[src/rtl/zdos_trap.sv]
// zdos_trap: DOS-mode controller sitting between Z80 strobe decode and the
// ROM/RAM page mapper.
//
// DOS mode is entered by:
//  - an opcode fetch from the trap page while BASIC48 ROM is selected,
//  - an opcode fetch at NMI_VEC after an accepted NMI,
//  - the cpm level,
//  - a software set pulse.
// DOS mode is left by:
//  - an opcode fetch outside the ROM area (4000-FFFF),
//  - a software clear pulse.
//
// Ports:
//   fclk         system clock
//   rst_n        asynchronous active-low reset
//   m1_fetch     one-cycle pulse per opcode fetch; za valid in the same cycle
//   za[15:0]     Z80 address bus
//   rom48        BASIC48 ROM page currently selected
//   cpm          level; forces dos=1 and blocks all clearing
//   nmi_req      one-cycle pulse, NMI accepted by the CPU
//   dos_turn_on  software set pulse
//   dos_turn_off software clear pulse
//   dos          DOS mode flag (registered)
//   dos_change   one-cycle pulse whenever dos toggles
//   trap_hit     one-cycle pulse when the address trap sets dos
//   nmi_armed    NMI entry pending
module zdos_trap #(
  parameter logic [7:0]  TRAP_PAGE = 8'h3D,
  parameter logic        TRAP_EN   = 1'b1,
  parameter logic        NMI_DOS   = 1'b1,
  parameter logic [15:0] NMI_VEC   = 16'h0066
) (
  input  logic        fclk,
  input  logic        rst_n,
  input  logic        m1_fetch,
  input  logic [15:0] za,
  input  logic        rom48,
  input  logic        cpm,
  input  logic        nmi_req,
  input  logic        dos_turn_on,
  input  logic        dos_turn_off,
  output logic        dos,
  output logic        dos_change,
  output logic        trap_hit,
  output logic        nmi_armed
);

  // State is the pair {dos, nmi_armed}. ON with a pending arm is possible
  // because an NMI accepted while already in DOS still arms entry.
  typedef enum logic [1:0] {
    ST_OFF      = 2'b00,
    ST_ARMED    = 2'b01,
    ST_ON       = 2'b10,
    ST_ON_ARMED = 2'b11
  } state_t;

  state_t state, state_nxt;
  logic   dos_q, arm_q;
  logic   dos_nxt, arm_nxt;
  logic   trap_nxt;
  logic   nmi_entry, addr_trap, rom_leave;

  assign dos_q = state[1];
  assign arm_q = state[0];

  always_comb begin
    nmi_entry = NMI_DOS && m1_fetch && arm_q && (za == NMI_VEC);
    addr_trap = TRAP_EN && m1_fetch && rom48 && (za[15:8] == TRAP_PAGE) && !dos_q;
    rom_leave = m1_fetch && (za[15:14] != 2'b00) && dos_q;

    dos_nxt  = dos_q;
    trap_nxt = 1'b0;
    if (cpm)               dos_nxt = 1'b1;
    else if (dos_turn_off) dos_nxt = 1'b0;
    else if (dos_turn_on)  dos_nxt = 1'b1;
    else if (nmi_entry)    dos_nxt = 1'b1;
    else if (addr_trap) begin
      dos_nxt  = 1'b1;
      trap_nxt = 1'b1;
    end
    else if (rom_leave)    dos_nxt = 1'b0;

    // Arm bookkeeping is independent of which rule picked dos: a completing
    // fetch consumes the arm, a coincident nmi_req re-arms, turn_off wins.
    arm_nxt = arm_q;
    if (nmi_entry)            arm_nxt = 1'b0;
    if (NMI_DOS && nmi_req)   arm_nxt = 1'b1;
    if (dos_turn_off)         arm_nxt = 1'b0;

    state_nxt = state_t'({dos_nxt, arm_nxt});
  end

  always_ff @(posedge fclk or negedge rst_n) begin
    if (!rst_n) begin
      state      <= ST_OFF;
      dos_change <= 1'b0;
      trap_hit   <= 1'b0;
    end else begin
      state      <= state_nxt;
      dos_change <= (dos_nxt != dos_q);
      trap_hit   <= trap_nxt;
    end
  end

  assign dos       = dos_q;
  assign nmi_armed = arm_q;

endmodule

[config.mk]
export PLATFORM = sky130hd
export DESIGN_NAME = zdos_trap
export DESIGN_NICKNAME = d
export VERILOG_FILES = /design/src/rtl/zdos_trap.sv
export SDC_FILE = /design/constraint.sdc
export NUM_CORES = 1
export LEC_CHECK = 0
export ABC_AREA = 1
export BUFFER_PORTS_ARGS = -buffer_cell sky130_fd_sc_hd__buf_2
export CAP_MARGIN = 15
export CORE_AREA = 2 2 39 41
export CTS_BUF_LIST = sky130_fd_sc_hd__clkbuf_4
export DETAILED_ROUTE_END_ITERATION = 10
export DIE_AREA = 0 0 41 43
export PLACE_DENSITY = 0.52
export SLEW_MARGIN = 5
export SYNTH_ARGS = -nofsm -noshare
export SYNTH_HDL_FRONTEND = slang
export SYNTH_SLANG_ARGS = --single-unit
[constraint.sdc]
create_clock -name fclk -period 1.05 [get_ports fclk]
set_clock_uncertainty 0.1 [all_clocks]
set_input_delay 0.105 -clock fclk [delete_from_list [all_inputs] [get_ports fclk]]
set_output_delay 0.105 -clock fclk [all_outputs]
set_load 0.05 [all_outputs]
-- Word-level counts from Yosys, hierarchy flattened
Cells that the tools add are included.
- memory bits (read-only): 0
- bits in latches: 0
- memory bits (writable): 0
- bits in registers: 4
- memories kept: 0
- add/subtract/negate cells: 0
- magnitude comparators: 0
- equal/unequal tests: 3
- reduce and logical (&&, ||, !) cells: 10
- bitwise operators: 0
- div/mod/pow operators: 0
- multiply operators: 0
- shift-type cells: 0
- multiplexer cells: 14
- operator list (kind ; number):
    16-bit by 7-bit equality test with 1-bit output, second input constant ; 1
    1-bit two-way mux ; 14
    8-bit by 6-bit equality test with 1-bit output, second input constant ; 1
    1-bit logical AND ; 7
    3-bit nonzero test ; 1
    2-bit nonzero test ; 1
    1-bit logical NOT ; 1
    1-bit inequality test ; 1

-- Logic depth before layout (Yosys ltp)
Gate-level depths: netlist (run 1).
- depth in word-level cells: 10
- depth in mapped cells: 10

-- Worst setup path after synthesis (run 1)
OpenSTA, ideal clock, no wires.
- path type: register to register
- from: reg state[1]
- to: reg dos_change
- library setup time: 0.119 ns
- slack: -0.306 ns
- stages on the path, launching flop included: 8
- buffers on the path: 0
- required time: 0.831 ns
- arrival time: 1.137 ns
- cell sequence: dfrtp_1 -> nor2_1 -> nand3_1 -> nand3_1 -> nand2_2 -> nand2_2 -> nand2_1 -> nand2_1
- longest elaborated chain between the ends: 8
- elaborated cells on any way between the ends: 10
- classes of those cells: eq/ne (1); mux (6); reduce/logical (3)
- RTL lines (what ; line ; source):
    from (decl) ; 57 ; state_t state, state_nxt;
    from (signal assigned) ; 99 ; state <= state_nxt;
    1-bit logical AND or 1-bit logical NOT (tied branches) ; 69, 68 ;
    1-bit two-way mux or 1-bit logical AND (tied branches) ; 81, 68 ;
    1-bit two-way mux * ; 77 ; else if (addr_trap) begin
    1-bit two-way mux * ; 76 ; else if (nmi_entry) dos_nxt = 1'b1;
    1-bit two-way mux * ; 75 ; else if (dos_turn_on) dos_nxt = 1'b1;
    1-bit two-way mux * ; 74 ; else if (dos_turn_off) dos_nxt = 1'b0;
    1-bit two-way mux * ; 73 ; if (cpm) dos_nxt = 1'b1;
    named net dos_nxt ; 59 ; logic dos_nxt, arm_nxt;
    1-bit inequality test * ; 100 ; dos_change <= (dos_nxt != dos_q);
    to (signal assigned) ; 100 ;
    to (decl) ; 43 ; output logic dos_change,
The timed path passes the listed nets; every way through them passes the cells marked *.
A chain may end at the register's enable or synchronous reset.

-- Worst setup path after layout (run 1)
- from: reg state[1]
- to: out dos
- RTL lines (what ; line ; source):
    to (decl) ; 42 ; output logic dos,
No word-level cell between the ends.

==> results.json, run 1 <==
{
  "cp_num_cells": 2,
  "setup_viol": 5,
  "min_period_ns": 1.13,
  "vias": 387,
  "p_leak_uw": 0.000304,
  "seq_area_frac_synth_pct": 37.9,
  "drt-met1-wl_um": 338,
  "synth_fa_ha_area_share_pct": 0,
  "rows": 14,
  "die-area_sq_um": 1760,
  "grt_pass1_vias": 389,
  "syn_nets": 65,
  "gp_congestion": 0.750,
  "layout_setup_ws_ns": -0.0759,
  "wl_um": 814,
  "yosys_warnings": 0,
  "syn_area_sq_um": 264,
  "first_pass_iters": 3,
  "power.density_nw_per_um2": 952,
  "cpMaxStageDelayCell": "dfrtp_2",
  "final_util_pct": 41.1,
  "ys_top_cells_by_area": "dfrtp_1 38%, nor2_1 14%, nand3_1 11%, nand2_1 10%, inv_1 8.5%",
  "hold_slack_ns": -0.000191,
  "ant_nets": 0,
  "end_kind": "output pin",
  "slew_headroom_pct": 82.4,
  "synth_seq_cells": 4,
  "clk_latency_ns": 0.23,
  "finalMaxSlewViolations": 0,
  "critPathMaxFanout": 3,
  "cp_top_family": "flip-flops",
  "crit_type": "flip-flop to output pin",
  "synth_compound_area_share_pct": 3.79,
  "wl_per_cell_um": 8.48,
  "tightest_slew_ns": 0.262,
  "synth_top_area_share_pct": 37.9,
  "drt_iter0_markers": 6,
  "cp_slowest_stage_delay_ns": 0.43,
  "layout-drive-gt1-share_pct": 56.3,
  "hp-class": "input port to flip-flop",
  "grt_pass1_wl_um": 1360,
  "finalCritPeriodShare_pct": 107,
  "crit_start": "state[1]$_DFF_PN0_",
  "synth_top_family_by_area": "simple AND/OR/NAND/NOR gates",
  "wl_met2_um": 442,
  "reg2reg_to": "state[0]$_DFFE_PN0P_",
  "synth_xor_area_share_pct": 0,
  "clock.fmax_ghz": 0.888,
  "clock_sinks": 4,
  "track_usage_pct": 11.6,
  "hpwlAfterDp_um": 643,
  "hold_violations": 1,
  "cts-root-buf": "clkbuf_4",
  "setup_tns_ns": -0.259,
  "path_clk_slew_ns": 0.04,
  "synth.largest_area_cell": "dfrtp_1",
  "synth_cells": 41,
  "cp.buffers_inverters": 2,
  "violations": "hold timing, setup timing",
  "ys_types": 11,
  "wl_met3_um": 32,
  "core_area_sq_um": 1380,
  "muxShareOfSynthArea_pct": 0,
  "avgViaCountPerCell": 4.03,
  "cts_htree_levels": 1,
  "antenna_found_initial": 0,
  "fp.dieW_um": 41,
  "fillerInstances": 144,
  "yosys.area_share.simple_pct": 49.8,
  "nNetsFinal": 106,
  "r2r_slack_ns": -0.07,
  "r2r_cells": 6,
  "reg2reg_from": "state[0]$_DFFE_PN0P_",
  "grt_max_degree": 5,
  "drc": 0,
  "area_growth_pct": 116,
  "crit_end": "dos",
  "status": "complete, but fails checks",
  "worstPathRequired_ns": 0.84,
  "die_h_um": 43,
  "grt_setup_unrepaired": "yes",
  "grt_overflow_total": 0,
  "clockBufferDepth": 2,
  "dp.cells": 86,
  "worstSetupStartpointType": "flip-flop",
  "syn_area_per_cell_sq_um": 6.44,
  "irDropWorstVdd_mv": 0.283,
  "cp_cell_sequence": "buf_6 > buf_8",
  "ios": 28,
  "critical_path_arrival_ns": 0.92,
  "cts_tree": "built",
  "start_util_pct": 19.1,
  "top_layer": "met3",
  "fin_cells": 96,
  "port_buffers": 27,
  "numCtsBuffers": 3,
  "antennaDiodeCount": 0,
  "max_cap_violations": 0
}
[synthesized netlist by cell type]
library cell and number:
nor3_1 1, nor2_1 10, nand2_2 2, a21oi_1 2
nor2_2 1, nand3b_1 1, dfrtp_1 4, inv_1 6
nand3_1 6, nand2_1 7, nor4_1 1
[routing by layer]
layer / track usage (%) / vias to the layer above
met3: 1.57 / 0
met2: 19.4 / 9
li1: - / 208
met1: 11.3 / 170
met4: 10.0 / 0
met5: 0 / -
[state kept, by name, summed over array words and instances (netlist names)]
signal      cells
state           2
dos_change      1
trap_hit        1
[cells in the final DEF (no fill, tap or decap)]
cell | Yosys | layout
buf_2 | 0 | 25
nor2_1 | 10 | 9
nand2_1 | 7 | 7
inv_1 | 6 | 6
nand3_1 | 6 | 4
dlygate4sd3_1 | 0 | 4
clkbuf_4 | 0 | 3
buf_4 | 0 | 3
nor2_2 | 1 | 2
nand3_2 | 0 | 2
a21oi_2 | 0 | 2
nand2_2 | 2 | 2
dfrtp_1 | 4 | 2
buf_8 | 0 | 2
buf_6 | 0 | 2
dfrtp_2 | 0 | 2
nand3b_1 | 1 | 1
nor3_1 | 1 | 1
nor4_1 | 1 | 1
[power breakdown]
group / leakage, uW / internal (uW) / switching (uW)
clock: 0.0000138 / 128 / 61.7
combinational: 0.000242 / 91.6 / 88.9
sequential: 0.0000474 / 165 / 6.80
total: 0.000304 / 385 / 157
[worst register-to-register path, stage by stage (launching register included)]
cell	delay [ns]
dfrtp_2	0.36
nand3b_1	0.07
nor2_1	0.10
nand2_1	0.09
buf_4	0.14
a21oi_2	0.10
nor2_1	0.04
[final cells by class]
| cell class | instances | area (sq um) | share of cell area, % |
|---|---|---|---|
| repair buffers | 36 | 240 | 42.2 |
| multi-input cells | 31 | 161 | 28.4 |
| flip-flops and latches | 4 | 103 | 18.0 |
| clock buffers | 3 | 22.5 | 3.96 |
| inverters | 6 | 22.5 | 3.96 |
| well taps | 16 | 20.0 | 3.52 |
[cell families after synthesis]
family / count (synthesis)
DFF: 4
and+or+nand+nor: 29
buffers and inverters: 6
AOI/OAI and AO/OA: 2
[stage by stage]
step	hold slack, ns	power (uW)	cell area [sq um]	worst slack, ns
after floorplan	-0.291	240	267	-0.161
final	-0.000191	542	569	-0.0759
after global placement	-0.186	312	437	-0.109
after detailed placement	-0.182	313	437	-0.0937
after global routing	0.00925	585	569	-0.130
after CTS	0.00394	543	537	-0.0770
[how the worst min path moves through the flow]
stage | start | end | slack [ns] | cells past startpoint
4_1_cts | nmi_req | state[0]$_DFFE_PN0P_ | 0.004 | 3
6_report | nmi_req | state[0]$_DFFE_PN0P_ | -0.0002 | 3
2_1_floorplan | rst_n | dos_change$_DFF_PN0_ | -0.29 | 0
5_1_grt | nmi_req | state[0]$_DFFE_PN0P_ | 0.009 | 3
3_3_place_gp | rst_n | dos_change$_DFF_PN0_ | -0.19 | 1
3_5_place_dp | rst_n | dos_change$_DFF_PN0_ | -0.18 | 1
[repair_timing]
item	in CTS	in global routing
gates resized for setup	9	4
cloned	0	0
hold buffers	4	0
setup buffers	1	2
setup endpoints to repair	4	6
pin swaps	3	3
hold endpoints to repair	6	0
No activity file was read; power rests on OpenSTA's default activity.
==> run 2: changes to the inputs <==
Settings changed: SETUP_SLACK_MARGIN from default to 0.1.
==> run 2 against run 1 <==
Highest routed layer unchanged. Wire length is 9.2% higher. Setup slack worse by 0.017 ns. Critical path type unchanged. Sequential share of layout area is 0.12 points lower. Count of clock-buffer cells in the layout unchanged. The run still ends with hold timing, setup timing left. Worst hold slack got worse by 0.049 ns. Global-route usage up 0.52 points. Critical endpoint unchanged. Die area stayed put.
==> results.json, run 2 (synthesis results as in run 1) <==
{
  "clock_sinks": 4,
  "largest_registers": "state (2), dos_change (1), trap_hit (1)",
  "antennaDiodeCount": 0,
  "cp.buffers_inverters": 2,
  "clk_latency_ns": 0.23,
  "grt_max_degree": 5,
  "drt_iter0_markers": 8,
  "place_ws_ns": -0.0937,
  "end_kind": "output pin",
  "critical_path_arrival_ns": 0.94,
  "antenna_found_initial": 0,
  "layout_common_cells": "23 x buf_2, 9 x nor2_1, 7 x nand2_1, 6 x inv_1",
  "grt_setup_unrepaired": "yes",
  "fp.dieW_um": 41,
  "worstSetupStartpointType": "flip-flop",
  "numCtsBuffers": 3,
  "track_usage_pct": 12.1,
  "setup_viol": 4,
  "hpwlAfterDp_um": 643,
  "irDropWorstVdd_mv": 0.222,
  "gp_congestion": 0.750,
  "final_common_cell": "buf_2",
  "min_period_ns": 1.14,
  "clock.fmax_ghz": 0.875,
  "power.density_nw_per_um2": 969,
  "cp_cell_sequence": "buf_6 > buf_8",
  "postCtsHoldBufs": 2,
  "cts_htree_levels": 1,
  "status": "complete, but fails checks",
  "regMostFlops": "state",
  "fin_cells": 94,
  "hp-class": "input port to flip-flop",
  "rows": 14,
  "dp.cells": 86,
  "die_h_um": 43,
  "clockBufferDepth": 2,
  "avgViaCountPerCell": 4.24,
  "vias": 399,
  "hold_violations": 1,
  "die-area_sq_um": 1760,
  "hold_slack_ns": -0.0488,
  "crit_type": "flip-flop to output pin",
  "p_leak_uw": 0.000298,
  "port_buffers": 27,
  "critPathMaxFanout": 3,
  "nNetsFinal": 104,
  "layout_setup_ws_ns": -0.0929,
  "final_util_pct": 41.4,
  "core_area_sq_um": 1380,
  "setup_tns_ns": -0.291,
  "cp_slowest_stage_delay_ns": 0.43,
  "start_util_pct": 19.1,
  "cpMaxStageDelayCell": "dfrtp_2",
  "cts_tree": "built",
  "first_pass_iters": 4,
  "max_cap_violations": 0,
  "grt_pass1_vias": 393,
  "worstPathRequired_ns": 0.84,
  "layout-drive-gt1-share_pct": 59.0,
  "area_growth_pct": 117,
  "grt_overflow_total": 0,
  "cts-root-buf": "clkbuf_4",
  "largest_reg_flops": 2,
  "slew_headroom_pct": 85.5,
  "finalCritPeriodShare_pct": 109,
  "wl_per_cell_um": 9.46,
  "violations": "hold timing, setup timing",
  "drc": 0,
  "tightest_slew_ns": 0.216,
  "wl_um": 889,
  "ios": 28,
  "grt_pass1_wl_um": 1430,
  "finalMaxSlewViolations": 0,
  "ant_nets": 0,
  "cp_top_family": "flip-flops",
  "path_clk_slew_ns": 0.04
}
## run 2: changes by cell type in the layout (fill, tap and decap cells not counted)
cell,before,now
buf_2,25,23
buf_6,2,4
dlygate4sd3_1,4,2
nor2_2,2,1
nor2_4,0,1
nor4_1,1,0
nor4_2,0,1
## run 2: timing repair
item                                    CTS  global route
gates resized for setup                  15             4
pin swaps                                 3             4
endpoints found under the setup margin    8             8
endpoints found under the hold margin     6             1
buffers inserted                          1             2
## run 2: metal layers
metal  global-route usage (%)  vias up  wire (um)
met5                        0        -          0
met2                     19.1       13        535
met4                     10.0        0          0
met3                     1.57        0         39
met1                     13.3      182        315
li1                         -      204          -
## run 2: power by group
group	switching [uW]	total [uW]	internal, uW
Sequential	8.52	174	165
Clock	67.8	196	128
Combinational	93.0	186	92.6
## run 2: layout make-up
type,count,area (sq um)
Clock buffer,3,22.5
Fill cell,145,811
Tap cell,16,20.0
Inverter,6,22.5
Sequential cell,4,103
Timing Repair Buffer,34,233
Multi-Input combinational cell,31,173
## run 2: worst paths after layout
kind | startpoint | slack (ns) | cells past startpoint | to
worst max-delay path | state[1]$_DFF_PN0_ | -0.09 | 2 | dos
max in group asynchronous | rst_n | 0.60 | 2 | state[1]$_DFF_PN0_
worst min register to register | state[1]$_DFF_PN0_ | 0.53 | 3 | trap_hit$_DFF_PN0_
worst max register to register | state[1]$_DFF_PN0_ | -0.08 | 6 | dos_change$_DFF_PN0_
worst min-delay path | cpm | -0.05 | 2 | trap_hit$_DFF_PN0_
min in group asynchronous | rst_n | 0.11 | 2 | trap_hit$_DFF_PN0_
## run 2: stage by stage
step	total power, uW	instance area (sq um)
after detailed placement	313	437
final	555	573
after global routing	594	573
after floorplan	240	267
after global placement	312	437
after CTS	546	541
